**config.mk**
```make
export PLATFORM = sky130hd
export DESIGN_NAME = fnd_scan_ctrl_flat
export DESIGN_NICKNAME = d
export VERILOG_FILES = /design/src/rtl/fnd_scan_ctrl_if.sv /design/src/rtl/fnd_scan_ctrl.sv /design/src/flat_wrapper.sv
export SDC_FILE = /design/constraint.sdc
export NUM_CORES = 1
export LEC_CHECK = 0
export CAP_MARGIN = 25
export CORE_MARGIN = 2
export CORE_UTILIZATION = 35
export DETAILED_ROUTE_END_ITERATION = 8
export GPL_ROUTABILITY_DRIVEN = 0
export PLACE_DENSITY = 0.61
export SLEW_MARGIN = 20
export SYNTH_ARGS = -nofsm -noshare
export SYNTH_HDL_FRONTEND = slang
export SYNTH_SLANG_ARGS = --single-unit
export TNS_END_PERCENT = 50
```
**constraint.sdc**
```tcl
create_clock -name clk -period 2.3 [get_ports clk]
set_clock_uncertainty 0.1 [all_clocks]
set_input_delay 0.23 -clock clk [delete_from_list [all_inputs] [get_ports clk]]
set_output_delay 0.23 -clock clk [all_outputs]
set_load 0.1 [all_outputs]
```
**src/rtl/fnd_scan_ctrl_if.sv**
```systemverilog
// Bus bundle for fnd_scan_ctrl: shadow load/enable inputs and the per-digit scan outputs.
// master drives the inputs and observes the scan outputs; slave is the controller side.
interface fnd_scan_ctrl_if;
  logic        i_load;
  logic [23:0] i_nums;
  logic [5:0]  i_dots;
  logic        i_en;
  logic [5:0]  o_com;
  logic [3:0]  o_num;
  logic        o_dot;
  logic [2:0]  o_digit;
  logic        o_frame;

  modport master (
    output i_load, i_nums, i_dots, i_en,
    input  o_com, o_num, o_dot, o_digit, o_frame
  );

  modport slave (
    input  i_load, i_nums, i_dots, i_en,
    output o_com, o_num, o_dot, o_digit, o_frame
  );
endinterface

```
**src/rtl/fnd_scan_ctrl.sv**
```systemverilog
// 6-digit common-cathode FND scan controller: OFF/SHOW/GAP stepping with shadowed digit data.
// Optional leading-zero blanking when FND_SCAN_LZB_EN is defined.
module fnd_scan_ctrl #(
  parameter int DIV   = 50000,
  parameter int BLANK = 4
) (
  input  logic            clk,
  input  logic            rst_n,
  fnd_scan_ctrl_if.slave  bus
);

  typedef enum logic [1:0] {OFF, SHOW, GAP} state_e;

  localparam int CMAX = (DIV > BLANK) ? DIV : BLANK;
  localparam int CW   = (CMAX > 1) ? $clog2(CMAX) : 1;

  state_e          state_q;
  logic [2:0]      idx_q;
  logic [CW-1:0]   cnt_q;
  logic [23:0]     nums_q;
  logic [5:0]      dots_q;
  logic [5:0]      com_q;
  logic [3:0]      num_q;
  logic            dot_q;
  logic            frame_q;

  logic [2:0]      idx_nxt;
  logic [3:0]      sel_num;
  logic            sel_dot;
  logic            blank;
  logic [5:0]      com_nxt;
  logic            last_div;
  logic            last_blank;
  logic            go_show;

  always_ff @(posedge clk or negedge rst_n) begin
    if (!rst_n) begin
      nums_q <= '0;
      dots_q <= '0;
    end else if (bus.i_load) begin
      nums_q <= bus.i_nums;
      dots_q <= bus.i_dots;
    end
  end

  // Everything describing the next digit is taken from the shadow as it stands before the edge.
  always_comb begin
    idx_nxt = (idx_q == 3'd5) ? 3'd0 : idx_q + 3'd1;
    sel_num = nums_q[{idx_nxt, 2'b00} +: 4];
    sel_dot = dots_q[idx_nxt];
`ifdef FND_SCAN_LZB_EN
    blank   = (idx_nxt != 3'd0) &&
              ((nums_q >> {idx_nxt, 2'b00}) == 24'd0) &&
              ((dots_q >> idx_nxt) == 6'd0);
`else
    blank   = 1'b0;
`endif
    com_nxt    = blank ? 6'h3F : ~(6'd1 << idx_nxt);
    last_div   = (cnt_q == CW'(DIV - 1));
    last_blank = (cnt_q == CW'(BLANK - 1));
    go_show    = ((state_q == SHOW) && last_div && (BLANK == 0)) ||
                 ((state_q == GAP) && last_blank);
  end

  always_ff @(posedge clk or negedge rst_n) begin
    if (!rst_n) begin
      state_q <= OFF;
      idx_q   <= '0;
      cnt_q   <= '0;
      com_q   <= 6'h3F;
      num_q   <= '0;
      dot_q   <= 1'b0;
      frame_q <= 1'b0;
    end else if (!bus.i_en) begin
      state_q <= OFF;
      idx_q   <= '0;
      cnt_q   <= '0;
      com_q   <= 6'h3F;
      num_q   <= '0;
      dot_q   <= 1'b0;
      frame_q <= 1'b0;
    end else begin
      case (state_q)
        OFF: begin
          // Digit 0 is never blanked, and entry from OFF is not a frame start.
          state_q <= SHOW;
          idx_q   <= '0;
          cnt_q   <= '0;
          com_q   <= 6'b111110;
          num_q   <= nums_q[3:0];
          dot_q   <= dots_q[0];
          frame_q <= 1'b0;
        end
        SHOW, GAP: begin
          frame_q <= 1'b0;
          if (go_show) begin
            state_q <= SHOW;
            idx_q   <= idx_nxt;
            cnt_q   <= '0;
            com_q   <= com_nxt;
            num_q   <= blank ? 4'd0 : sel_num;
            dot_q   <= blank ? 1'b0 : sel_dot;
            frame_q <= (idx_nxt == 3'd0);
          end else if ((state_q == SHOW) && last_div) begin
            state_q <= GAP;
            cnt_q   <= '0;
            com_q   <= 6'h3F;
          end else begin
            cnt_q   <= cnt_q + CW'(1);
          end
        end
        default: begin
          state_q <= OFF;
          idx_q   <= '0;
          cnt_q   <= '0;
          com_q   <= 6'h3F;
          frame_q <= 1'b0;
        end
      endcase
    end
  end

  assign bus.o_com   = com_q;
  assign bus.o_num   = num_q;
  assign bus.o_dot   = dot_q;
  assign bus.o_digit = idx_q;
  assign bus.o_frame = frame_q;

endmodule

```
**src/flat_wrapper.sv**
```systemverilog
// flat-port wrapper written by rule: the top's interface ports become plain ports
module fnd_scan_ctrl_flat 
#(
  parameter int DIV   = 50000,
  parameter int BLANK = 4
)
  (clk, rst_n, bus_i_load, bus_i_nums, bus_i_dots, bus_i_en, bus_o_com, bus_o_num, bus_o_dot, bus_o_digit, bus_o_frame);
  fnd_scan_ctrl_if bus_i ();
  input  logic clk;
  input  logic rst_n;
  input wire logic [$bits(bus_i.i_load)-1:0] bus_i_load;
  input wire logic [$bits(bus_i.i_nums)-1:0] bus_i_nums;
  input wire logic [$bits(bus_i.i_dots)-1:0] bus_i_dots;
  input wire logic [$bits(bus_i.i_en)-1:0] bus_i_en;
  output wire logic [$bits(bus_i.o_com)-1:0] bus_o_com;
  output wire logic [$bits(bus_i.o_num)-1:0] bus_o_num;
  output wire logic [$bits(bus_i.o_dot)-1:0] bus_o_dot;
  output wire logic [$bits(bus_i.o_digit)-1:0] bus_o_digit;
  output wire logic [$bits(bus_i.o_frame)-1:0] bus_o_frame;
  assign bus_i.i_load = bus_i_load;
  assign bus_i.i_nums = bus_i_nums;
  assign bus_i.i_dots = bus_i_dots;
  assign bus_i.i_en = bus_i_en;
  assign bus_o_com = bus_i.o_com;
  assign bus_o_num = bus_i.o_num;
  assign bus_o_dot = bus_i.o_dot;
  assign bus_o_digit = bus_i.o_digit;
  assign bus_o_frame = bus_i.o_frame;
  fnd_scan_ctrl #(.DIV(DIV), .BLANK(BLANK)) u_core (.clk(clk), .rst_n(rst_n), .bus(bus_i));
endmodule
```
==> results by group, run 1 <==
Detailed routing
  – Post-route ant nets: 0
  – # DRC: 0
  – Final wirelength: 7.24 mm
  – Routed via count: 2468
  – Post-DR vias/cell: 5.22
  – First-iteration detailed-routing DRC count: 76
  – Routed WL per cell: 15.3 um
  – Drt pass-1 iters: 4

Placed design
  – Placed cell count: 455
  – Post-DP Area: 3800 um2
  – Hpwl dp: 5.19 mm
  – IO Port Bufs: 48

Yosys
  – Syn Std Cell Area: 3180 um2
  – Ys async rst share: 1.00
  – Cells after synthesis: 302
  – Synth Register Bits: 63
  – Top-count cell post-synth: dfrtp_1
  – Synth top area cells: dfrtp_1, mux2_2, dfstp_2
  – Yosys top cell area share: 0.449
  – Cell variety after synth: 46
  – Top_reg_cell synth: dfrtp_1
  – Most frequent cells after synthesis: dfrtp_1, nor2_1, mux2_2, nand2_1, a21oi_1
  – Yosys warns: 0
  – Synth area leader: dfrtp_1
  – Post-synth EDFFs: 0
  – Mapped Nets: 341
  – Sequential share of the synthesized area: 0.499
  – Mean Syn Cell Area: 10.5 um2

Power
  – Net switching share of the total power: 0.415
  – Leak Pwr: 1.64 nW
  – Clock power frac: 0.246
  – Comb pwr share: 0.384
  – Switching power total: 0.00156 W
  – Worst vdd ir: 0.000465 V
  – Internal power: 0.00219 W
  – Pwr/cell area: 931 nW/um2
  – Sequential Power Share: 0.369

Die
  – Die Wd: 99.3 um
  – Io pins: 49
  – Die area: 9850 um2
  – Placement Rows: 34
  – Core Area: 8760 um2
  – Die Span Y: 99.3 um
  – Initial core utilization: 0.363

GRT
  – Gr ovfl total: 0
  – Initial antenna violation count: 0
  – Total GRT Usage: 0.156
  – Pin count of the biggest net entering global routing: 64
  – Vias in the first global route: 2548
  – First-pass GRT wire length: 12.3 mm

Setup path
  – Worst path cell trace: ha_1 -> or3b_2 -> or3_4 -> buf_4 -> o31ai_2 -> mux2_1
  – RR Startpoint: u_core.cnt_q[0]
  – CP max-delay cell: or3b_2
  – Stages on the worst setup path: 6
  – Crit-path max cell delay: 0.49 ns
  – Crit path DAT: 2.37 ns
  – R2R setup slack: 0.12 ns
  – CP startpoint: u_core.cnt_q[0]
  – Worst Reg2Reg Path Length in Cells: 6
  – WP buf/inv: 1
  – Critical-path maximum fanout: 4
  – Crit Reg-Reg Endpoint: u_core.state_q[0]
  – CP Launch Type: flop
  – Crit. End Element: flop
  – CP required: 2.49 ns
  – Critical path class: reg2reg
  – Setup crit end: u_core.state_q[0]
  – Family with the most delay on the worst path: simple AND/OR/NAND/NOR gates

Clock network
  – CTS tree: yes
  – Num CTS Buffers: 9
  – Clk_lat worst skew: 0.35 ns
  – Clock root buffer: clkbuf_8
  – Clock tree buffer depth: 2
  – Clock-pin slew on the worst setup and hold paths: 0.08 ns
  – Sink Count: 63
  – CTS H-Tree Depth: 3

Job
  – Max_cap viols: 0

STA
  – Final hold viol count: 0
  – Hold_ws: 0.293 ns
  – Slew Viols, Final: 0
  – Fmax: 458 MHz
  – RSZ-0062 raised after global routing: false
  – Slew headroom: 0.633
  – Period Utilization, post-route: 0.949
  – Final setup TNS: 0 ns
  – Final setup viols: 0
  – Worst Max-Slew Pin Slew: 0.551 ns
  – Tmin final: 2.18 ns

Layout
  – N_diodes: 0
  – Layout cells sized above 1: 0.249
  – Area Growth Syn to Fin: 26.5%
  – Final Instance Area: 4020 um2
  – Fin cells: 473
  – Nets@finish: 399
  – Final core utilization: 0.459

Outcome
  – Status: complete, no violations

Hold path
  – Hold Crit Class: in2async
==> through the flow <==
stage	power [W]	setup WS (ns)
3_3_place_gp	0.00282	0.142
5_1_grt	0.00393	0.0342
4_1_cts	0.00376	0.0516
2_1_floorplan	0.00243	0.0598
3_5_place_dp	0.00283	0.0695
6_report	0.00374	0.118
==> worst min path at each step <==
| stage | startpoint | to | slack [ns] |
|---|---|---|---|
| after detailed placement | rst_n | u_core.cnt_q[9] | 0.17 |
| after CTS | rst_n | u_core.bus.o_digit[2] | 0.33 |
| after global routing | rst_n | u_core.nums_q[5] | 0.36 |
| after global placement | rst_n | u_core.cnt_q[9] | 0.17 |
| final | rst_n | u_core.cnt_q[6] | 0.29 |
| after floorplan | rst_n | u_core.bus.o_digit[0] | -0.17 |
==> repair_timing <==
action                                  4_1_cts  5_1_grt
endpoints found under the setup margin        0        2
setup buffers                                 0        1
resized for setup                             0        3
hold buffers                                  1        0
endpoints found under the hold margin        57        0
==> power groups by stage <==
stage / Clock (W) / Combinational, W / Sequential [W]
2_1_floorplan: 0 / 0.000568 / 0.00187
3_3_place_gp: 0 / 0.00141 / 0.00140
3_5_place_dp: 0 / 0.00142 / 0.00141
4_1_cts: 0.000942 / 0.00143 / 0.00138
5_1_grt: 0.000995 / 0.00153 / 0.00140
6_report: 0.000922 / 0.00144 / 0.00138
==> routing by layer <==
metal | wire length (um) | track usage | up-vias
met5 | 0 | 0 | -
met4 | 128 | 0.0580 | 0
met3 | 279 | 0.0408 | 12
met2 | 3540 | 0.254 | 58
met1 | 3290 | 0.202 | 1205
li1 | - | - | 1193
==> flip-flops by register name, indices dropped and copies added, names as in the netlist <==
register and cells:
u_core.bus.o_com 6, u_core.bus.o_digit 3, u_core.bus.o_dot 1, u_core.bus.o_frame 1, u_core.bus.o_num 4, u_core.cnt_q 16, u_core.dots_q 6, u_core.nums_q 24
u_core.state_q 2
==> logic make-up after synthesis <==
| kind of cell | share of synthesized area |
|---|---|
| xor+xnor | 0.0414 |
| flops | 0.499 |
| simple gates | 0.152 |
| buf+inv | 0.0370 |
| fa+ha+maj | 0.0197 |
| compound gates | 0.116 |
| mux | 0.135 |
==> worst register-to-register path, delay by kind of cell, from the launching register on <==
kind | cells | cell delay [ns]
buffers and inverters | 1 | 0.16
adders and majority gates | 1 | 0.21
DFF | 1 | 0.39
muxes | 1 | 0.16
AOI/OAI and AO/OA | 1 | 0.20
and+or+nand+nor | 2 | 0.90
==> placed cells by master (no fill, tap or decap), types with 3 or more instances in the layout <==
cell / synthesis / final
mux2_2: 27 / 27
clkbuf_8: 0 / 10
buf_4: 0 / 29
nor3_1: 10 / 10
o221ai_1: 3 / 3
a221oi_1: 3 / 3
xor2_1: 7 / 7
o21ai_0: 8 / 8
inv_1: 11 / 11
dfstp_2: 6 / 6
mux2i_1: 9 / 9
nor2_1: 28 / 28
a21oi_1: 17 / 17
clkdlybuf4s50_1: 0 / 32
o221a_1: 4 / 4
nand3_1: 9 / 9
ha_1: 5 / 5
o31ai_1: 8 / 7
inv_6: 0 / 4
nand4_1: 4 / 4
a31oi_1: 4 / 4
dfrtp_1: 57 / 56
nand2b_1: 4 / 4
or3_1: 4 / 3
xnor2_1: 8 / 8
nand2_1: 27 / 27
==> layout make-up <==
cell class	count	area, um2
fillers	857	4740
flip-flops and latches	63	1590
multi-input cells	210	1490
repair buffers	64	573
clock buffers	10	138
well taps	108	135
clock inverters	6	50.0
inverters	12	45.0
(Power assumes the default switching activity.)
==> run 2: changes to the inputs <==
--- a/config.mk
+++ b/config.mk
@@ -11,6 +11,7 @@
 export DETAILED_ROUTE_END_ITERATION = 8
 export GPL_ROUTABILITY_DRIVEN = 0
 export PLACE_DENSITY = 0.61
+export REMOVE_ABC_BUFFERS = 1
 export SLEW_MARGIN = 20
 export SYNTH_ARGS = -nofsm -noshare
 export SYNTH_HDL_FRONTEND = slang
==> results by group, run 2 (same netlist as run 1, synthesis figures left out) <==
Outcome
  – Status: complete, no violations (unchanged)

Die
  – Die Wd: 99.3 um (unchanged)
  – Placement Rows: 34 (unchanged)
  – Initial core utilization: 0.363 (unchanged)
  – Core Area: 8760 um2 (unchanged)
  – Die area: 9850 um2 (unchanged)
  – Io pins: 49 (unchanged)
  – Die Span Y: 99.3 um (unchanged)

STA
  – Slew Viols, Final: 0 (unchanged)
  – Final setup viols: 0 (unchanged)
  – Period Utilization, post-route: 0.958 (was 0.949)
  – Final hold viol count: 0 (unchanged)
  – RSZ-0062 raised after global routing: false (unchanged)
  – Fmax: 454 MHz (was 458 MHz)
  – Slew headroom: 0.585 (was 0.633)
  – Final setup TNS: 0 ns (unchanged)
  – Worst Max-Slew Pin Slew: 0.623 ns (was 0.551 ns)
  – Tmin final: 2.20 ns (was 2.18 ns)

Detailed routing
  – Final wirelength: 7.42 mm (was 7.24 mm)
  – First-iteration detailed-routing DRC count: 97 (was 76)
  – # DRC: 0 (unchanged)
  – Routed via count: 2459 (was 2468)
  – Post-route ant nets: 0 (unchanged)
  – Post-DR vias/cell: 5.21 (was 5.22)
  – Routed WL per cell: 15.7 um (was 15.3 um)
  – Drt pass-1 iters: 4 (unchanged)

Clock network
  – Clock root buffer: clkbuf_8 (unchanged)
  – Clock tree buffer depth: 2 (unchanged)
  – Clk_lat worst skew: 0.35 ns (about the same)
  – CTS H-Tree Depth: 3 (unchanged)
  – CTS tree: yes (unchanged)
  – Num CTS Buffers: 9 (unchanged)
  – Clock-pin slew on the worst setup and hold paths: 0.07 ns (was 0.08 ns)
  – Sink Count: 63 (unchanged)

Power
  – Worst vdd ir: 0.000528 V (was 0.000465 V)
  – Leak Pwr: 1.64 nW (about the same)
  – Pwr/cell area: 939 nW/um2 (was 931 nW/um2)
  – Design Power: 0.00380 W (was 0.00374 W)

Setup path
  – R2R setup slack: 0.1 ns (was 0.12 ns)
  – Critical-path maximum fanout: 7 (was 4)
  – Worst path cell trace: ha_2 -> or3b_2 -> or3_4 -> buf_4 -> o31ai_1 -> mux2_1 (was ha_1 -> or3b_2 -> or3_4 -> buf_4 -> o31ai_2 -> mux2_1)
  – CP max-delay cell: or3b_2 (unchanged)
  – Crit. End Element: flop (unchanged)
  – CP required: 2.48 ns (was 2.49 ns)
  – Critical path class: reg2reg (unchanged)
  – Crit path DAT: 2.38 ns (was 2.37 ns)
  – CP Launch Type: flop (unchanged)
  – Crit-path max cell delay: 0.49 ns (about the same)
  – RR Startpoint: u_core.cnt_q[0] (unchanged)
  – Family with the most delay on the worst path: simple AND/OR/NAND/NOR gates (unchanged)
  – Worst Reg2Reg Path Length in Cells: 6 (unchanged)
  – WP buf/inv: 1 (unchanged)
  – Crit Reg-Reg Endpoint: u_core.state_q[0] (unchanged)

Layout
  – Commonest non-fill, non-tap cell in the layout: dfrtp_1 (unchanged)
  – Multi-input gate area: 1500 um2 (was 1490 um2)
  – Nets@finish: 398 (was 399)
  – Area Growth Syn to Fin: 27.4% (was 26.5%)
  – Commonest cells after routing, fill and taps aside: dfrtp_1, clkdlybuf4s50_1, nor2_1 (was dfrtp_1, clkdlybuf4s50_1, buf_4, nor2_1)
  – Max reg flops: 24 (unchanged)
  – Layout cells sized above 1: 0.247 (was 0.249)
  – Reg with most FFs: u_core.nums_q (unchanged)
  – Biggest regs: u_core.nums_q: 24 flops, u_core.cnt_q: 16 flops (unchanged)
  – N_diodes: 0 (unchanged)
  – Seq. cell area: 1580 um2 (was 1590 um2)
  – Fillers: 859 (was 857)

GRT
  – Pin count of the biggest net entering global routing: 40 (was 64)
  – Total GRT Usage: 0.165 (was 0.156)
  – Initial antenna violation count: 0 (unchanged)
  – Met1 Use GR: 0.216 (was 0.202)
  – Grt met3 use: 0.0499 (was 0.0408)
  – Vias in the first global route: 2611 (was 2548)
  – Top Usage Layer GRT: met2 (unchanged)
  – Gr ovfl total: 0 (unchanged)
  – First-pass GRT wire length: 13.0 mm (was 12.3 mm)
  – M2 GR Usage: 0.267 (was 0.254)

Placed design
  – Hpwl dp: 5.39 mm (was 5.19 mm)
  – IO Port Bufs: 48 (unchanged)

Job
  – Max_cap viols: 0 (unchanged)

Hold path
  – Hold Crit Class: in2async (unchanged)
## run 2: area by class of cell
type,count,area share
clock buffers,10,0.0340
inverters,12,0.0111
clock inverters,6,0.0173
multi-input cells,210,0.370
flip-flops and latches,63,0.391
well taps,108,0.0334
repair buffers,63,0.143
## run 2: worst max path at each step
stage                                from                 to  slack [ns]  cells after the start
after detailed placement  u_core.cnt_q[0]  u_core.state_q[0]        0.07                      6
after global routing      u_core.cnt_q[1]  u_core.state_q[0]        0.01                      6
after global placement    u_core.cnt_q[0]  u_core.state_q[0]        0.16                      6
final                     u_core.cnt_q[0]  u_core.state_q[0]         0.1                      6
after CTS                 u_core.cnt_q[0]  u_core.state_q[0]        0.05                      6
after floorplan           u_core.cnt_q[0]  u_core.state_q[0]       -0.04                      5
## run 2: where the power goes
group	leakage, nW	internal (W)	switching, W
clock	0.0947	0.000533	0.000457
sequential	0.788	0.00127	0.000109
combinational	0.758	0.000474	0.000955
## run 2: per-stage QoR
step           area (um2)  setup slack, ns  utilization  hold slack, ns  cells
6_report             4050           0.0964        0.462           0.329    472
5_1_grt              4050           0.0100        0.462           0.364    472
4_1_cts              4020           0.0486        0.458           0.330    471
3_5_place_dp         3800           0.0706        0.434           0.179    454
3_3_place_gp         3800            0.156        0.434           0.169    454
2_1_floorplan        3100          -0.0416            -          -0.166    285
## run 2: metal layers
layer	wire, um	up-vias	part of all wire
li1	-	1179	-
met1	3420	1224	0.46
met2	3550	50	0.48
met3	398	6	0.054
met4	45	0	0.0061
met5	0	-	0
## run 2: repair_timing
action / CTS / global route
setup buffers: 0 / 1
hold endpoints to repair: 18 / 0
setup endpoints to repair: 0 / 9
hold buffers: 1 / 0
resized for setup: 0 / 4
## run 2: worst register-to-register path: cells and delay by family, from the launching register on
family	cells	cell delay, ns
simple gates	2	0.88
flops	1	0.38
compound gates	1	0.24
fa+ha+maj	1	0.21
buf+inv	1	0.17
mux	1	0.16
==> run 3: changes to the inputs <==
--- a/config.mk
+++ b/config.mk
@@ -5,7 +5,6 @@
 export SDC_FILE = /design/constraint.sdc
 export NUM_CORES = 1
 export LEC_CHECK = 0
-export CAP_MARGIN = 25
 export CORE_MARGIN = 2
 export CORE_UTILIZATION = 35
 export DETAILED_ROUTE_END_ITERATION = 8
==> results of run 3 <==
Same layout as run 2: the final DEF is identical, and so are final timing and power.
